==> src/rtl/hci_package.sv <==
// Shared defaults and index helpers for the HCI round-robin arbiter slice.
package hci_package;

   localparam int unsigned DEFAULT_N_INIT          = 2;
   localparam int unsigned DEFAULT_MAX_OUTSTANDING = 4;

   // Cyclic index step, used for both candidate scanning and pointer advance.
   function automatic int unsigned wrap_add(input int unsigned base,
                                            input int unsigned step,
                                            input int unsigned n);
      return (base + step) % n;
   endfunction

endpackage

==> src/rtl/hci_arb_route_fifo.sv <==
// In-order route FIFO: remembers which initiator owns each outstanding
// transaction so responses can be steered back without buffering data.
module hci_arb_route_fifo
   import hci_package::*;
#(
   parameter int unsigned W     = 1,
   parameter int unsigned DEPTH = DEFAULT_MAX_OUTSTANDING
) (
   input  logic         clk_i,
   input  logic         rst_ni,
   input  logic         push_i,
   input  logic [W-1:0] data_i,
   input  logic         pop_i,
   output logic [W-1:0] head_o,
   output logic         full_o,
   output logic         empty_o
);

   localparam int unsigned PW = $clog2(DEPTH);
   localparam int unsigned CW = PW + 1;

   logic [DEPTH-1:0][W-1:0] mem_q;
   logic [PW-1:0]           wr_q, rd_q;
   logic [CW-1:0]           cnt_q;
   logic                    do_push, do_pop;

   assign full_o  = (cnt_q == CW'(DEPTH));
   assign empty_o = (cnt_q == '0);
   assign head_o  = mem_q[rd_q];

   // Guards keep the occupancy honest even if a caller ignores full/empty.
   assign do_push = push_i & ~full_o;
   assign do_pop  = pop_i & ~empty_o;

   always_ff @(posedge clk_i or negedge rst_ni) begin
      if (!rst_ni) begin
         mem_q <= '0;
         wr_q  <= '0;
         rd_q  <= '0;
         cnt_q <= '0;
      end else begin
         if (do_push) begin
            mem_q[wr_q] <= data_i;
            wr_q        <= wr_q + 1'b1;
         end
         if (do_pop) rd_q <= rd_q + 1'b1;
         case ({do_push, do_pop})
            2'b10:   cnt_q <= cnt_q + 1'b1;
            2'b01:   cnt_q <= cnt_q - 1'b1;
            default: cnt_q <= cnt_q;
         endcase
      end
   end

endmodule

==> src/rtl/hci_rr_arbiter.sv <==
// Round-robin N:1 HCI arbiter with in-order response routing.
// Build option: HCI_ARB_ERR_CHECK_EN enables the sticky unexpected-response flag.
module hci_rr_arbiter
   import hci_package::*;
#(
   parameter int unsigned N_INIT          = DEFAULT_N_INIT,
   parameter int unsigned MAX_OUTSTANDING = DEFAULT_MAX_OUTSTANDING,
   parameter int unsigned DW              = 32,
   parameter int unsigned AW              = 32,
   parameter int unsigned BW              = DW / 8,
   parameter int unsigned UW              = 1,
   parameter int unsigned IW              = 8,
   parameter int unsigned EW              = 1
) (
   input  logic                         clk_i,
   input  logic                         rst_ni,
   // requester side
   input  logic [N_INIT-1:0]            in_req,
   output logic [N_INIT-1:0]            in_gnt,
   input  logic [N_INIT-1:0][AW-1:0]    in_add,
   input  logic [N_INIT-1:0]            in_wen,
   input  logic [N_INIT-1:0][DW-1:0]    in_data,
   input  logic [N_INIT-1:0][BW-1:0]    in_be,
   input  logic [N_INIT-1:0][UW-1:0]    in_user,
   input  logic [N_INIT-1:0][IW-1:0]    in_id,
   input  logic [N_INIT-1:0][EW-1:0]    in_ecc,
   input  logic [N_INIT-1:0]            in_ereq,
   output logic [N_INIT-1:0]            in_egnt,
   output logic [N_INIT-1:0]            in_r_valid,
   input  logic [N_INIT-1:0]            in_r_ready,
   output logic [N_INIT-1:0][DW-1:0]    in_r_data,
   output logic [N_INIT-1:0][UW-1:0]    in_r_user,
   output logic [N_INIT-1:0][IW-1:0]    in_r_id,
   output logic [N_INIT-1:0]            in_r_opc,
   output logic [N_INIT-1:0][EW-1:0]    in_r_ecc,
   output logic [N_INIT-1:0]            in_r_evalid,
   input  logic [N_INIT-1:0]            in_r_eready,
   // shared target side
   output logic                         out_req,
   input  logic                         out_gnt,
   output logic [AW-1:0]                out_add,
   output logic                         out_wen,
   output logic [DW-1:0]                out_data,
   output logic [BW-1:0]                out_be,
   output logic [UW-1:0]                out_user,
   output logic [IW-1:0]                out_id,
   output logic [EW-1:0]                out_ecc,
   output logic                         out_ereq,
   input  logic                         out_egnt,
   input  logic                         out_r_valid,
   output logic                         out_r_ready,
   input  logic [DW-1:0]                out_r_data,
   input  logic [UW-1:0]                out_r_user,
   input  logic [IW-1:0]                out_r_id,
   input  logic                         out_r_opc,
   input  logic [EW-1:0]                out_r_ecc,
   input  logic                         out_r_evalid,
   output logic                         out_r_eready,
   output logic                         err_o
);

   localparam int unsigned IDX_W = $clog2(N_INIT);

   if (N_INIT < 2 || N_INIT > 8) begin : g_bad_n_init
      $error("hci_rr_arbiter: N_INIT must be in 2..8");
   end
   if (MAX_OUTSTANDING < 2 || (MAX_OUTSTANDING & (MAX_OUTSTANDING - 1)) != 0) begin : g_bad_depth
      $error("hci_rr_arbiter: MAX_OUTSTANDING must be a power of two >= 2");
   end

   logic [IDX_W-1:0] ptr_q, sel_q, rr_sel, sel, head;
   logic             lock_q, rr_found, any_req, hs, pop;
   logic             fifo_full, fifo_empty;

   // Lowest requesting index at or after ptr, scanning cyclically.
   always_comb begin
      rr_sel   = ptr_q;
      rr_found = 1'b0;
      for (int k = 0; k < N_INIT; k++) begin
         if (!rr_found && in_req[IDX_W'(wrap_add(int'(ptr_q), k, N_INIT))]) begin
            rr_sel   = IDX_W'(wrap_add(int'(ptr_q), k, N_INIT));
            rr_found = 1'b1;
         end
      end
   end

   // A stalled request keeps its owner so the payload on out stays stable.
   assign sel     = lock_q ? sel_q : rr_sel;
   assign any_req = |in_req;
   assign out_req = any_req & ~fifo_full & rst_ni;
   assign hs      = out_req & out_gnt;

   assign out_add  = in_add[sel];
   assign out_wen  = in_wen[sel];
   assign out_data = in_data[sel];
   assign out_be   = in_be[sel];
   assign out_user = in_user[sel];
   assign out_id   = in_id[sel];
   assign out_ecc  = in_ecc[sel];
   assign out_ereq = in_ereq[sel] & out_req;

   always_comb begin
      in_gnt       = '0;
      in_egnt      = '0;
      in_gnt[sel]  = hs;
      in_egnt[sel] = out_egnt & out_req;
   end

   always_ff @(posedge clk_i or negedge rst_ni) begin
      if (!rst_ni) begin
         ptr_q  <= '0;
         sel_q  <= '0;
         lock_q <= 1'b0;
      end else begin
         lock_q <= out_req & ~out_gnt;
         if (out_req && !out_gnt) sel_q <= sel;
         if (hs) ptr_q <= IDX_W'(wrap_add(int'(sel), 1, N_INIT));
      end
   end

   hci_arb_route_fifo #(
      .W     (IDX_W),
      .DEPTH (MAX_OUTSTANDING)
   ) u_route_fifo (
      .clk_i   (clk_i),
      .rst_ni  (rst_ni),
      .push_i  (hs),
      .data_i  (sel),
      .pop_i   (pop),
      .head_o  (head),
      .full_o  (fifo_full),
      .empty_o (fifo_empty)
   );

   // Response payload is broadcast; only the owner sees valid.
   assign in_r_data = {N_INIT{out_r_data}};
   assign in_r_user = {N_INIT{out_r_user}};
   assign in_r_id   = {N_INIT{out_r_id}};
   assign in_r_opc  = {N_INIT{out_r_opc}};
   assign in_r_ecc  = {N_INIT{out_r_ecc}};

   always_comb begin
      in_r_valid  = '0;
      in_r_evalid = '0;
      if (!fifo_empty) begin
         in_r_valid[head]  = out_r_valid;
         in_r_evalid[head] = out_r_evalid;
      end
   end

   assign out_r_ready  = ~fifo_empty & in_r_ready[head];
   assign out_r_eready = ~fifo_empty & in_r_eready[head];
   assign pop          = out_r_valid & out_r_ready;

`ifdef HCI_ARB_ERR_CHECK_EN
   logic err_q;
   always_ff @(posedge clk_i or negedge rst_ni) begin
      if (!rst_ni) err_q <= 1'b0;
      else         err_q <= err_q | (out_r_valid & fifo_empty);
   end
   assign err_o = err_q;
`else
   assign err_o = 1'b0;
`endif

endmodule

==> config.mk <==
export PLATFORM = sky130hd
export DESIGN_NAME = hci_rr_arbiter
export DESIGN_NICKNAME = d
export VERILOG_FILES = /design/src/rtl/hci_package.sv /design/src/rtl/hci_arb_route_fifo.sv /design/src/rtl/hci_rr_arbiter.sv
export SDC_FILE = /design/constraint.sdc
export NUM_CORES = 1
export LEC_CHECK = 0
export ABC_AREA = 1
export BUFFER_PORTS_ARGS = -buffer_cell sky130_fd_sc_hd__buf_2
export CAP_MARGIN = 20
export CORE_AREA = 4 4 152 154
export CTS_CLUSTER_DIAMETER = 120
export DETAILED_ROUTE_END_ITERATION = 10
export DIE_AREA = 0 0 156 158
export PLACE_DENSITY = 0.38
export SETUP_SLACK_MARGIN = 0.1
export SLEW_MARGIN = 20
export SYNTH_ARGS = -nofsm -noshare
export SYNTH_HDL_FRONTEND = slang
export SYNTH_SLANG_ARGS = --single-unit
export TNS_END_PERCENT = 1
==> constraint.sdc <==
create_clock -name clk_i -period 1.9 [get_ports clk_i]
set_input_delay 0.475 -clock clk_i [delete_from_list [all_inputs] [get_ports clk_i]]
set_output_delay 0.475 -clock clk_i [all_outputs]
set_load 0.02 [all_outputs]
==> results of run 1 <==
-- per-stage QoR --
step / setup TNS, ns / setup slack [ns] / instance area (um2) / util [%] / instances
after floorplan: 0 / 0.03122 / 2582 / - / 449
after detailed placement: -12.47 / -0.2700 / 3684 / 16.98 / 910
final: -13.47 / -0.1931 / 4629 / 21.35 / 922
after global routing: -22.95 / -0.3036 / 4627 / 21.33 / 921
after global placement: -12.51 / -0.2594 / 3684 / 16.98 / 910
after CTS: -13.71 / -0.2097 / 4294 / 19.80 / 916
-- routing by layer --
| layer | GRT usage, % | up-vias |
|---|---|---|
| met5 | 0 | - |
| met4 | 2.626 | 0 |
| met3 | 3.827 | 25 |
| met2 | 15.38 | 212 |
| met1 | 9.544 | 1405 |
| li1 | - | 1665 |
-- worst register-to-register path: cells and delay by family, from the launching register on --
kind                     cells  cell delay [ns]
AND/OR/NAND/NOR              5             0.43
buffers and inverters        2             0.17
multiplexers                 1             0.27
adder cells (fa/ha/maj)      2             0.57
flip-flops                   1             0.40
-- path summary, 6_finish.rpt --
kind	endpoint	slack, ns	cells past startpoint
setup reg to reg	u_route_fifo.cnt_q[1]$_DFFE_PN0P_	-0.07	10
hold reg to reg	sel_q$_DFFE_PN0P_	0.51	1
min in group clk_i	sel_q$_DFFE_PN0P_	0.51	1
hold / removal	u_route_fifo.wr_q[0]$_DFFE_PN0P_	0.22	2
setup / recovery	out_id[5]	-0.19	9
max in group asynchronous	u_route_fifo.cnt_q[0]$_DFFE_PN0P_	1.49	2
-- layout make-up --
type                       count  area share (%)
antenna                        1         0.05405
multi-input combinational    315           33.54
inverter                      15           1.486
clock buffer                   4           1.703
tap                          280           7.568
sequential                    14           7.595
timing repair buffer         293           48.05
-- timing repair --
item | 4_1_cts | 5_1_grt
resized for setup | 160 | 71
pin swaps | 4 | 6
endpoints found under the setup margin | 93 | 93
buffers inserted | 0 | 1
cloned | 2 | 4
-- kinds of logic (layout without fill, tap and decap cells) --
family          count (synthesis)  count (layout)  share of synthesized area (%)
compound gates                 18              18                          3.837
xor+xnor                        3               3                          1.033
fa+ha+maj                       6               6                          3.246
buf+inv                       120             312                          33.10
flops                          14              14                          13.77
mux                             1               1                         0.4427
other cells                     1               2                         0.1474
simple gates                  286             286                          44.42
-- flip-flops by register name, indices dropped and copies added (netlist names) --
name and cells:
sel_q 1, u_route_fifo.wr_q 2, ptr_q 1, u_route_fifo.rd_q 2, u_route_fifo.cnt_q 3, lock_q 1, u_route_fifo.mem_q 4
-- cell usage in the layout, fill, tap and decap left out, types with 5 or more instances in the layout --
cell type	count
buf_6	74
nand2_2	26
clkbuf_16	6
nor2_1	6
a21oi_1	6
nand2_1	226
buf_4	36
nor2_4	5
dfrtp_1	13
buf_2	172
inv_1	7
inv_2	7
nand2_4	8
-- power groups by stage --
stage | Combinational, uW | Sequential, uW | Clock [uW]
final | 5270 | 562 | 402
after global routing | 5720 | 592 | 431
after CTS | 4790 | 563 | 414
after detailed placement | 3840 | 562 | 0
after global placement | 3860 | 563 | 0
after floorplan | 2750 | 553 | 0
==> metrics.md, run 1 <==
| Metric | Value |
|---|---|
| DRC | `0` |
| Sequential Area | `about 350 um2` |
| Fmax | `~480 MHz` |
| Final Hold Fails | `0` |
| Internal power | `~3100 uW` |
| Share of layout cells above drive strength 1 | `between 50% and 60%` |
| Die height | `approximately 160 um` |
| Outcome | `finished, violations left` |
| Max incr delay on CP | `~0.37 ns` |
| Violated checks | `setup timing` |
| Top FF cell, synth | `dfrtp_1` |
| NetSw | `3100 uW` |
| Max_cap viols | `0` |
| Global-route wire length before repair | `17.15 mm` |
| Static leakage | `0.002655 uW` |
| Vias in the first global route | `between 3000 and 4000` |
| Number of synthesized flops with an enable pin | `0` |
| Iteration-0 DRC Markers | `roughly 140` |
| Num CTS Buffers | `3` |
| Final GP Congestion | `a little under 0.7` |
| Max Root-Sink Buffers | `2` |
| Switching Fraction | `between 40% and 50%` |
| Main area contributors after synthesis | `nand2_1 38%, buf_4 31%, dfrtp_1 14%` |
| Worst EP required | `approximately 1.4 ns` |
| Fin worst setup slack | `-0.1931 ns` |
| Gr ovfl total | `0` |
| Worst hold path class | `primary input to asynchronous set/reset pin` |
| CTS clk-pin slew, worst paths | `approximately 0.050 ns` |
| #FFs+latches synth | `14` |
| Vias per cell | `roughly 3.6` |
| Reg-to-reg startpoint | `u_route_fifo.rd_q[0]$_DFFE_PN0P_` |
| Sequential fraction of the synthesis area | `13.77%` |
| Core Area | `21690 um2` |
| Vias | `around 3300` |
| Multi-input gate area | `roughly 1600 um2` |
| Pin count of the biggest net entering global routing | `57` |
| Setup crit start kind | `register` |
| WL met3 | `between 1.5 and 2 mm` |
| Die width | `between 150 and 200 um` |
| Crit path max-delay cell type | `dfrtp_1` |
| Clock Power Share | `under 10%` |
| Setup crit end kind | `output port` |
| Syn. warnings | `0` |
| Dpl hpwl | `approximately 9.9 mm` |
| Antenna violations before repair | `0` |
| Synth Instances | `around 450` |
| Layout area overhead | `82.00%` |
| Setup Skew | `about 0.0025 ns` |
| DRT antenna net count | `0` |
| Row count | `54` |
| # hold bufs at CTS | `0` |
| DIE AREA | `about 25000 um2` |
| GRT Total Usage | `~8.7%` |
| Drt wl/cell | `14.65 um` |
| Post-Synthesis Cell Area | `2544 um2` |
| Period minus WS final | `around 2.1 ns` |
| CP max FO | `16` |
| CP Cell Sequence | `inv_2 -> nor2_2 -> o21ai_2 -> nand2_4 -> clkinv_8 -> buf_12 -> nand2_1 -> nand2_2 -> buf_6` |
| Final hold slack | `roughly 0.22 ns` |
| Clock root buffer | `clkbuf_16` |
| Power Density | `about 1300 nW/um2` |
| Crit path buf inv count | `4` |
| WS Path Type | `register to output port` |
| Top layer reached by signal wires | `met4` |
| Layout filler cell count | `roughly 2500` |
| H-tree level count | `1` |
| Syn avg cell area | `5.665 um2` |
| Sequential power share | `under 10%` |
| Crit-path leading delay family | `buffers and inverters` |
| Worst-Skew Late Latency | `between 0.2 and 0.25 ns` |
| Most common cell in the synthesized netlist | `nand2_1` |
| Io pins | `approximately 390` |
| TritonCTS clock tree | `built` |
| RSZ-0062 raised after global routing | `true` |
| Comb power frac | `84.5%` |
| Crit path DAT | `roughly 1.6 ns` |
| Slew Viols, Final | `0` |
| Post-Route M1 WL | `about 4.9 mm` |
| Met2 wire len | `6.640 mm` |
| Netlist cell types | `25` |
| Top-area cell type share of the netlist area | `a little under two fifths` |
| Critical path origin | `ptr_q$_DFFE_PN0N_` |
| Num Clock Sinks | `14` |
| Synthesized Nets | `670` |
| Maximum vdd drop | `0.4281 mV` |
| Synth cell count leaders | `258 x nand2_1, 104 x buf_4, 14 x dfrtp_1` |
| DRT Pass-1 Iters | `4` |
| Starting Density | `11.73%` |
| Final number of setup-violating endpoints | `between 80 and 90` |
| Largest area contributor in the netlist | `nand2_1` |
| Async set-reset flop share out of synthesis | `between 90% and 100%` |
| Drt total wl | `about 14 mm` |
| IO Port Bufs | `~260` |
| Final net count | `around 860` |
| Period utilisation layout | `110.2%` |
| Pwr Total | `around 6200 uW` |
(Power assumes the default switching activity.)
==> run 2, diff against run 1 <==
- CORE_AREA: 4 4 152 154 -> 4 4 149 151
- DIE_AREA: 0 0 156 158 -> 0 0 153 155
- clock period: 1.9 -> 2.15 ns (I/O delays scaled with it)
==> metrics.md, run 2 (synthesis results as in run 1) <==
| Metric | Value |
|---|---|
| GRT Total Usage | `8.920% (+0.17 points)` |
| Drt total wl | `12.49 mm (-7.5%)` |
| Final number of setup-violating endpoints | `75 (-14%)` |
| Drt wl/cell | `13.84 um (-5.5%)` |
| H-tree level count | `1 (unchanged)` |
| Reg-to-reg slack, setup | `0.14 ns (+0.21 ns)` |
| Crit path to | `out_data[25]` |
| Ant diodes | `0 (-1)` |
| Worst r2r dst | `u_route_fifo.cnt_q[2]$_DFFE_PN0P_` |
| Violated checks | `setup timing` |
| Reg-to-reg startpoint | `u_route_fifo.rd_q[0]$_DFFE_PN0P_` |
| Dpl hpwl | `9.387 mm (-4.9%)` |
| Worst-Skew Late Latency | `0.24 ns (about the same)` |
| Die width | `153 um (-1.9%)` |
| Most flop-heavy register | `u_route_fifo.mem_q` |
| Share of layout cells above drive strength 1 | `49.68% (-6.5 points)` |
| Num Clock Sinks | `14 (unchanged)` |
| Core Area | `20820 um2 (-4.0%)` |
| Vias in the first global route | `3306 (+3.7%)` |
| Max_cap viols | `0 (unchanged)` |
| WS Path Type | `primary input to output port` |
| IO Port Bufs | `262 (unchanged)` |
| Antenna violations before repair | `0 (unchanged)` |
| Global-route wire length before repair | `17.27 mm (+0.72%)` |
| Post-CTS Setup Repair Bufs | `0 (unchanged)` |
| Biggest regs | `u_route_fifo.mem_q (4), u_route_fifo.cnt_q (3)` |
| Period minus WS final | `roughly 2.2 ns` |
| Commonest non-fill, non-tap cells in the layout | `251 x nand2_1, 246 x buf_2, 15 x buf_4, 12 x dfrtp_1` |
| DRT antenna net count | `0 (unchanged)` |
| Reg2reg path depth | `11 (+1)` |
| Maximum vdd drop | `0.4239 mV (-0.99%)` |
| Setup Skew | `0.0008212 ns (-0.001724 ns)` |
| RSZ-0062 raised after global routing | `true` |
| DRC | `0 (unchanged)` |
| Iteration-0 DRC Markers | `151 (+12%)` |
| Final GP Congestion | `0.7449 (+8.3%)` |
| Setup crit start kind | `primary input` |
| Static leakage | `0.002435 uW (-8.3%)` |
| Setup crit end kind | `output port` |
| # hold bufs at CTS | `0 (unchanged)` |
| DP Worst Slack | `-0.05971 ns (+0.2102 ns)` |
| Num CTS Buffers | `3 (unchanged)` |
| Worst EP required | `1.61 ns (+0.19 ns)` |
| Fin worst setup slack | `-0.05950 ns (+0.1336 ns)` |
| Clock root buffer | `clkbuf_16` |
| Row count | `53 (-1.9%)` |
| CTS clk-pin slew, worst paths | `0.05 ns (about the same)` |
| Max Root-Sink Buffers | `2 (unchanged)` |
| Layout area overhead | `55.44%` |
| DRT Pass-1 Iters | `4 (unchanged)` |
| Slew Viols, Final | `0 (unchanged)` |
| Final Hold Fails | `0 (unchanged)` |
| Max reg flops | `4 (unchanged)` |
| Crit path DAT | `1.67 ns (+0.05 ns)` |
| Final net count | `850 (-1.5%)` |
| Pwr Total | `4606 uW (-26%)` |
| TritonCTS clock tree | `built` |
| Critical path origin | `in_req[0]` |
| Power Density | `1165 nW/um2 (-14%)` |
| Outcome | `finished, violations left` |
| Vias | `3216 (-2.8%)` |
| Gr ovfl total | `0 (unchanged)` |
| Io pins | `393 (unchanged)` |
| Period utilisation layout | `102.8%` |
| Vias per cell | `3.561 (-0.71%)` |
| Worst hold path class | `primary input to asynchronous set/reset pin` |
| DIE AREA | `23720 um2 (-3.8%)` |
| Starting Density | `12.22% (+0.49 points)` |
| Commonest non-fill, non-tap cell in the layout | `nand2_1` |
| CP max FO | `13 (-3)` |
| Die height | `155 um (-1.9%)` |
| Fmax | `452.6 MHz` |
| Pin count of the biggest net entering global routing | `58 (+1.8%)` |
[run 2: cell count changes in the layout (fill, tap and decap cells not counted), moves of 2 or more]
cell	previous run	this run
buf_2	172	246
buf_4	36	15
buf_6	74	10
inv_1	7	10
inv_2	7	4
nand2_1	226	251
nand2_2	26	7
nand2_4	8	2
nor2_1	6	8
nor3_1	1	4
nor3_2	4	1
[run 2: final cells by class]
| cell class | instances | area (um2) |
|---|---|---|
| timing repair buffer | 280 | 1679 |
| sequential | 14 | 352.8 |
| fill | 2434 | 16870 |
| multi-input combinational | 315 | 1420 |
| tap | 275 | 344.1 |
| inverter | 15 | 68.82 |
| clock buffer | 4 | 88.84 |
[run 2: worst max-delay path, cell delays in order]
cell       delay, ns
buf_4           0.12
a21oi_2         0.14
o21ai_2         0.08
nand2_4         0.16
clkinv_8        0.14
clkbuf_16       0.21
nand2_1         0.08
nand2_1         0.05
buf_2           0.15
[run 2: power breakdown]
group	internal, uW	switching, uW	total, uW
sequential	398	111	508
clock	282	105	387
combinational	1440	2270	3710
[run 2: timing repair]
action,in CTS,in global routing
pin swaps,2,1
endpoints found under the setup margin,85,91
resized for setup,18,34
cloned,2,4
[run 2: how the worst min path moves through the flow]
| stage | slack [ns] | start | to | cells past startpoint |
|---|---|---|---|---|
| 2_1_floorplan | 0.24 | rst_ni | lock_q$_DFF_PN0_ | 0 |
| 3_3_place_gp | 0.48 | sel_q$_DFFE_PN0P_ | sel_q$_DFFE_PN0P_ | 1 |
| 3_5_place_dp | 0.49 | sel_q$_DFFE_PN0P_ | sel_q$_DFFE_PN0P_ | 1 |
| 4_1_cts | 0.29 | rst_ni | u_route_fifo.wr_q[0]$_DFFE_PN0P_ | 2 |
| 5_1_grt | 0.30 | rst_ni | u_route_fifo.mem_q[0]$_DFFE_PN0P_ | 2 |
| 6_report | 0.27 | rst_ni | u_route_fifo.wr_q[0]$_DFFE_PN0P_ | 2 |
[run 2: per-layer routing]
metal / wire length (um) / GRT usage (%) / vias up
li1: - / - / 1635
met1: 4532 / 9.497 / 1331
met2: 5917 / 15.66 / 214
met3: 1594 / 3.978 / 36
met4: 449 / 3.267 / 0
met5: 0 / 0 / -
[run 2: per-stage QoR]
| step | utilization [%] | area (um2) | hold WS, ns | cells | setup TNS [ns] |
|---|---|---|---|---|---|
| finish | 18.99 | 3954 | 0.2684 | 903 | -1.630 |
| global route | 18.99 | 3954 | 0.2973 | 903 | -10.76 |
| CTS | 18.03 | 3754 | 0.2868 | 899 | -1.433 |
| floorplan | - | 2556 | 0.2419 | 449 | 0 |
| global placement | 17.10 | 3561 | 0.4834 | 893 | -2.458 |
| detailed placement | 17.10 | 3561 | 0.4890 | 893 | -1.699 |
==> run 3, diff against run 2 <==
- ABC_AREA: 1 -> 0
- CORE_AREA: 4 4 149 151 -> 4 4 152 154
- DIE_AREA: 0 0 153 155 -> 0 0 156 158
- PLACE_DENSITY: 0.38 -> 0.37
- clock period: 2.15 -> 1.9 ns (I/O delays scaled with it)
==> metrics.md, run 3 <==
| Metric | Value |
|---|---|
| TritonCTS clock tree | `built` |
| Share of layout cells above drive strength 1 | `84.76% (+35 points)` |
| Commonest non-fill, non-tap cells in the layout | `223 x buf_2, 57 x mux2_2, 47 x buf_4, 27 x buf_6, 24 x mux2_4` |
| Iteration-0 DRC Markers | `47 (-69%)` |
| H-tree level count | `1 (unchanged)` |
| Static leakage | `0.002171 uW (-11%)` |
| Fmax | `about 390 MHz` |
| Placed Area | `3706 um2 (+4.1%)` |
| Dpl hpwl | `10.27 mm (+9.4%)` |
| Violated checks | `setup timing` |
| Die height | `158 um (+1.9%)` |
| Final GP Congestion | `0.7221 (-3.1%)` |
| Io pins | `393 (unchanged)` |
| Period utilisation layout | `133.3%` |
| Async set-reset flop share out of synthesis | `100.0% (unchanged)` |
| #FFs+latches synth | `14 (unchanged)` |
| Layout filler cell count | `2425 (-0.37%)` |
| CP Cell Sequence | `maj3_2 -> mux2i_4 -> buf_12 -> buf_12 -> mux2_2 -> buf_4` |
| Pin count of the biggest net entering global routing | `21 (-64%)` |
| DRT Pass-1 Iters | `4 (unchanged)` |
| Slew Viols, Final | `0 (unchanged)` |
| Power Density | `1211 nW/um2 (+4.0%)` |
| DRT antenna net count | `0 (unchanged)` |
| Vias per cell | `3.389 (-4.8%)` |
| Most common cell on crit path | `buf_12` |
| Most flop-heavy register | `u_route_fifo.mem_q` |
| Row count | `54 (+1.9%)` |
| GRT Total Usage | `8.040% (-0.88 points)` |
| Global-route wire length before repair | `15.39 mm (-11%)` |
| Top FF cell, synth | `dfrtp_1` |
| Worst-Skew Late Latency | `0.24 ns (about the same)` |
| Gr ovfl total | `0 (unchanged)` |
| Max incr delay on CP | `0.38 ns (+0.17 ns)` |
| Largest area contributor in the netlist | `mux2_2` |
| Die width | `156 um (+2.0%)` |
| Worst hold path class | `primary input to asynchronous set/reset pin` |
| Synthesized Nets | `478 (-29%)` |
| Vias in the first global route | `2560 (-23%)` |
| CP max FO | `20 (+7)` |
| Layout area overhead | `70.36%` |
| Ant diodes | `0 (unchanged)` |
| Netlist cell types | `25 (unchanged)` |
| Maximum vdd drop | `0.3486 mV (-18%)` |
| Core Area | `21690 um2 (+4.2%)` |
| Biggest regs | `u_route_fifo.mem_q (4), u_route_fifo.cnt_q (3)` |
| Post-Synthesis Cell Area | `2440 um2 (-4.1%)` |
| Sequential fraction of the synthesis area | `14.36% (+0.59 points)` |
| Antenna violations before repair | `0 (unchanged)` |
| Setup Skew | `0.001295 ns (+0.0004734 ns)` |
| Final net count | `688 (-19%)` |
| Max reg flops | `4 (unchanged)` |
| RSZ-0062 raised after global routing | `true` |
| Num CTS Buffers | `3 (unchanged)` |
| Top-area cell type share of the netlist area | `33.69% (-4.4 points)` |
| Final Hold Fails | `0 (unchanged)` |
| Clock root buffer | `clkbuf_16` |
| Reg-to-reg startpoint | `u_route_fifo.rd_q[1]$_DFFE_PN0P_` |
| Starting Density | `11.25% (-0.97 points)` |
| Main area contributors after synthesis | `mux2_2 34%, buf_4 29%, dfrtp_1 14%` |
| Commonest non-fill, non-tap cell in the layout | `buf_2` |
| Syn avg cell area | `9.494 um2 (+68%)` |
| DRC | `0 (unchanged)` |
| CTS clk-pin slew, worst paths | `0.05 ns (about the same)` |
| Most common cell in the synthesized netlist | `buf_4` |
| Crit path DAT | `2.06 ns (+0.39 ns)` |
| DIE AREA | `24650 um2 (+3.9%)` |
| Max Root-Sink Buffers | `2 (unchanged)` |
| Vias | `2528 (-21%)` |
| # hold bufs at CTS | `0 (unchanged)` |
| WS Path Type | `register to output port` |
| Crit path max-delay cell type | `dfrtp_1` |
| Period minus WS final | `2.533 ns` |
| Fin worst setup slack | `-0.6334 ns (-0.5739 ns)` |
| Drt total wl | `11.74 mm (-6.0%)` |
| Max_cap viols | `0 (unchanged)` |
| Num Clock Sinks | `14 (unchanged)` |
| Critical path origin | `ptr_q$_DFFE_PN0N_` |
| Final number of setup-violating endpoints | `92 (+23%)` |
| Syn. warnings | `0 (unchanged)` |
| Outcome | `finished, violations left` |
| Synth Instances | `257 (-43%)` |
| Synth cell count leaders | `95 x buf_4, 73 x mux2_2, 14 x dfrtp_1` |
| Worst EP required | `1.42 ns (-0.19 ns)` |
| Number of synthesized flops with an enable pin | `0 (unchanged)` |
| Drt wl/cell | `15.74 um (+14%)` |
| Design area | `4156 um2 (+5.1%)` |
| IO Port Bufs | `262 (unchanged)` |
| Pwr Total | `5035 uW (+9.3%)` |
| Setup crit start kind | `register` |
| Setup crit end kind | `output port` |
==> run 3: cells by family (layout without fill, tap and decap cells) <==
family	after synthesis	count (layout)	synth area share, %
other	1	1	0.1537
adders and majority gates	7	7	3.795
xor gates and xnor gates	5	5	1.795
DFF	14	14	14.36
buffers and inverters	101	310	30.26
AOI/OAI and AO/OA	13	13	2.974
muxes	90	90	41.59
and+or+nand+nor	26	26	5.077
==> run 3: final cells by class <==
| cell class | instances | area, um2 | area share (%) |
|---|---|---|---|
| sequential | 14 | 350.3 | 8.429 |
| multi-input combinational | 142 | 1471 | 35.40 |
| timing repair buffer | 302 | 1881 | 45.24 |
| inverter | 4 | 15.01 | 0.3612 |
| tap | 280 | 350.3 | 8.429 |
| clock buffer | 4 | 88.84 | 2.137 |
==> run 3: per-stage QoR <==
step / utilization, % / TNS, ns / worst slack [ns] / hold slack (ns) / instances
floorplan: - / -25.08 / -0.3008 / 0.1794 / 257
global placement: 17.09 / -49.55 / -0.6339 / 0.4731 / 739
detailed placement: 17.09 / -49.61 / -0.6337 / 0.4652 / 739
CTS: 18.83 / -51.84 / -0.6498 / 0.2087 / 746
global route: 19.16 / -55.47 / -0.6952 / 0.2228 / 746
finish: 19.16 / -49.82 / -0.6334 / 0.1956 / 746
==> run 3: timing repair <==
action | 4_1_cts | 5_1_grt
gates cloned | 1 | 0
buffers inserted | 2 | 0
setup endpoints to repair | 94 | 94
gates resized for setup | 73 | 24
pin swaps | 2 | 0
==> run 3: critical path, delay by kind of cell, from the launching register on <==
kind       cells  cell delay (ns)
fa+ha+maj      1             0.32
buf+inv        3             0.51
flops          1             0.38
mux            2             0.59
==> run 3: path summary, 6_finish.rpt <==
| check | to | slack, ns | cells past startpoint |
|---|---|---|---|
| max in group asynchronous | ptr_q$_DFFE_PN0N_ | 1.53 | 2 |
| min in group clk_i | lock_q$_DFF_PN0_ | 0.42 | 2 |
| setup reg to reg | u_route_fifo.cnt_q[2]$_DFFE_PN0P_ | -0.28 | 9 |
| hold reg to reg | u_route_fifo.mem_q[1]$_DFFE_PN0P_ | 0.55 | 2 |
| setup / recovery | out_add[28] | -0.63 | 6 |
| hold / removal | u_route_fifo.cnt_q[2]$_DFFE_PN0P_ | 0.20 | 2 |
==> run 3: power by group <==
| part | switching, uW | internal, uW | leakage, uW |
|---|---|---|---|
| clock | 122 | 319 | 0.0000442 |
| combinational | 1930 | 2110 | 0.00196 |
| sequential | 112 | 447 | 0.000164 |
==> run 3: routing by layer <==
metal	up-vias	global-route usage (%)	share of wire [%]
met1	1123	9.342	36
met3	19	1.750	10
met5	-	0	0
li1	1213	-	-
met4	0	1.334	0.68
met2	173	15.27	53
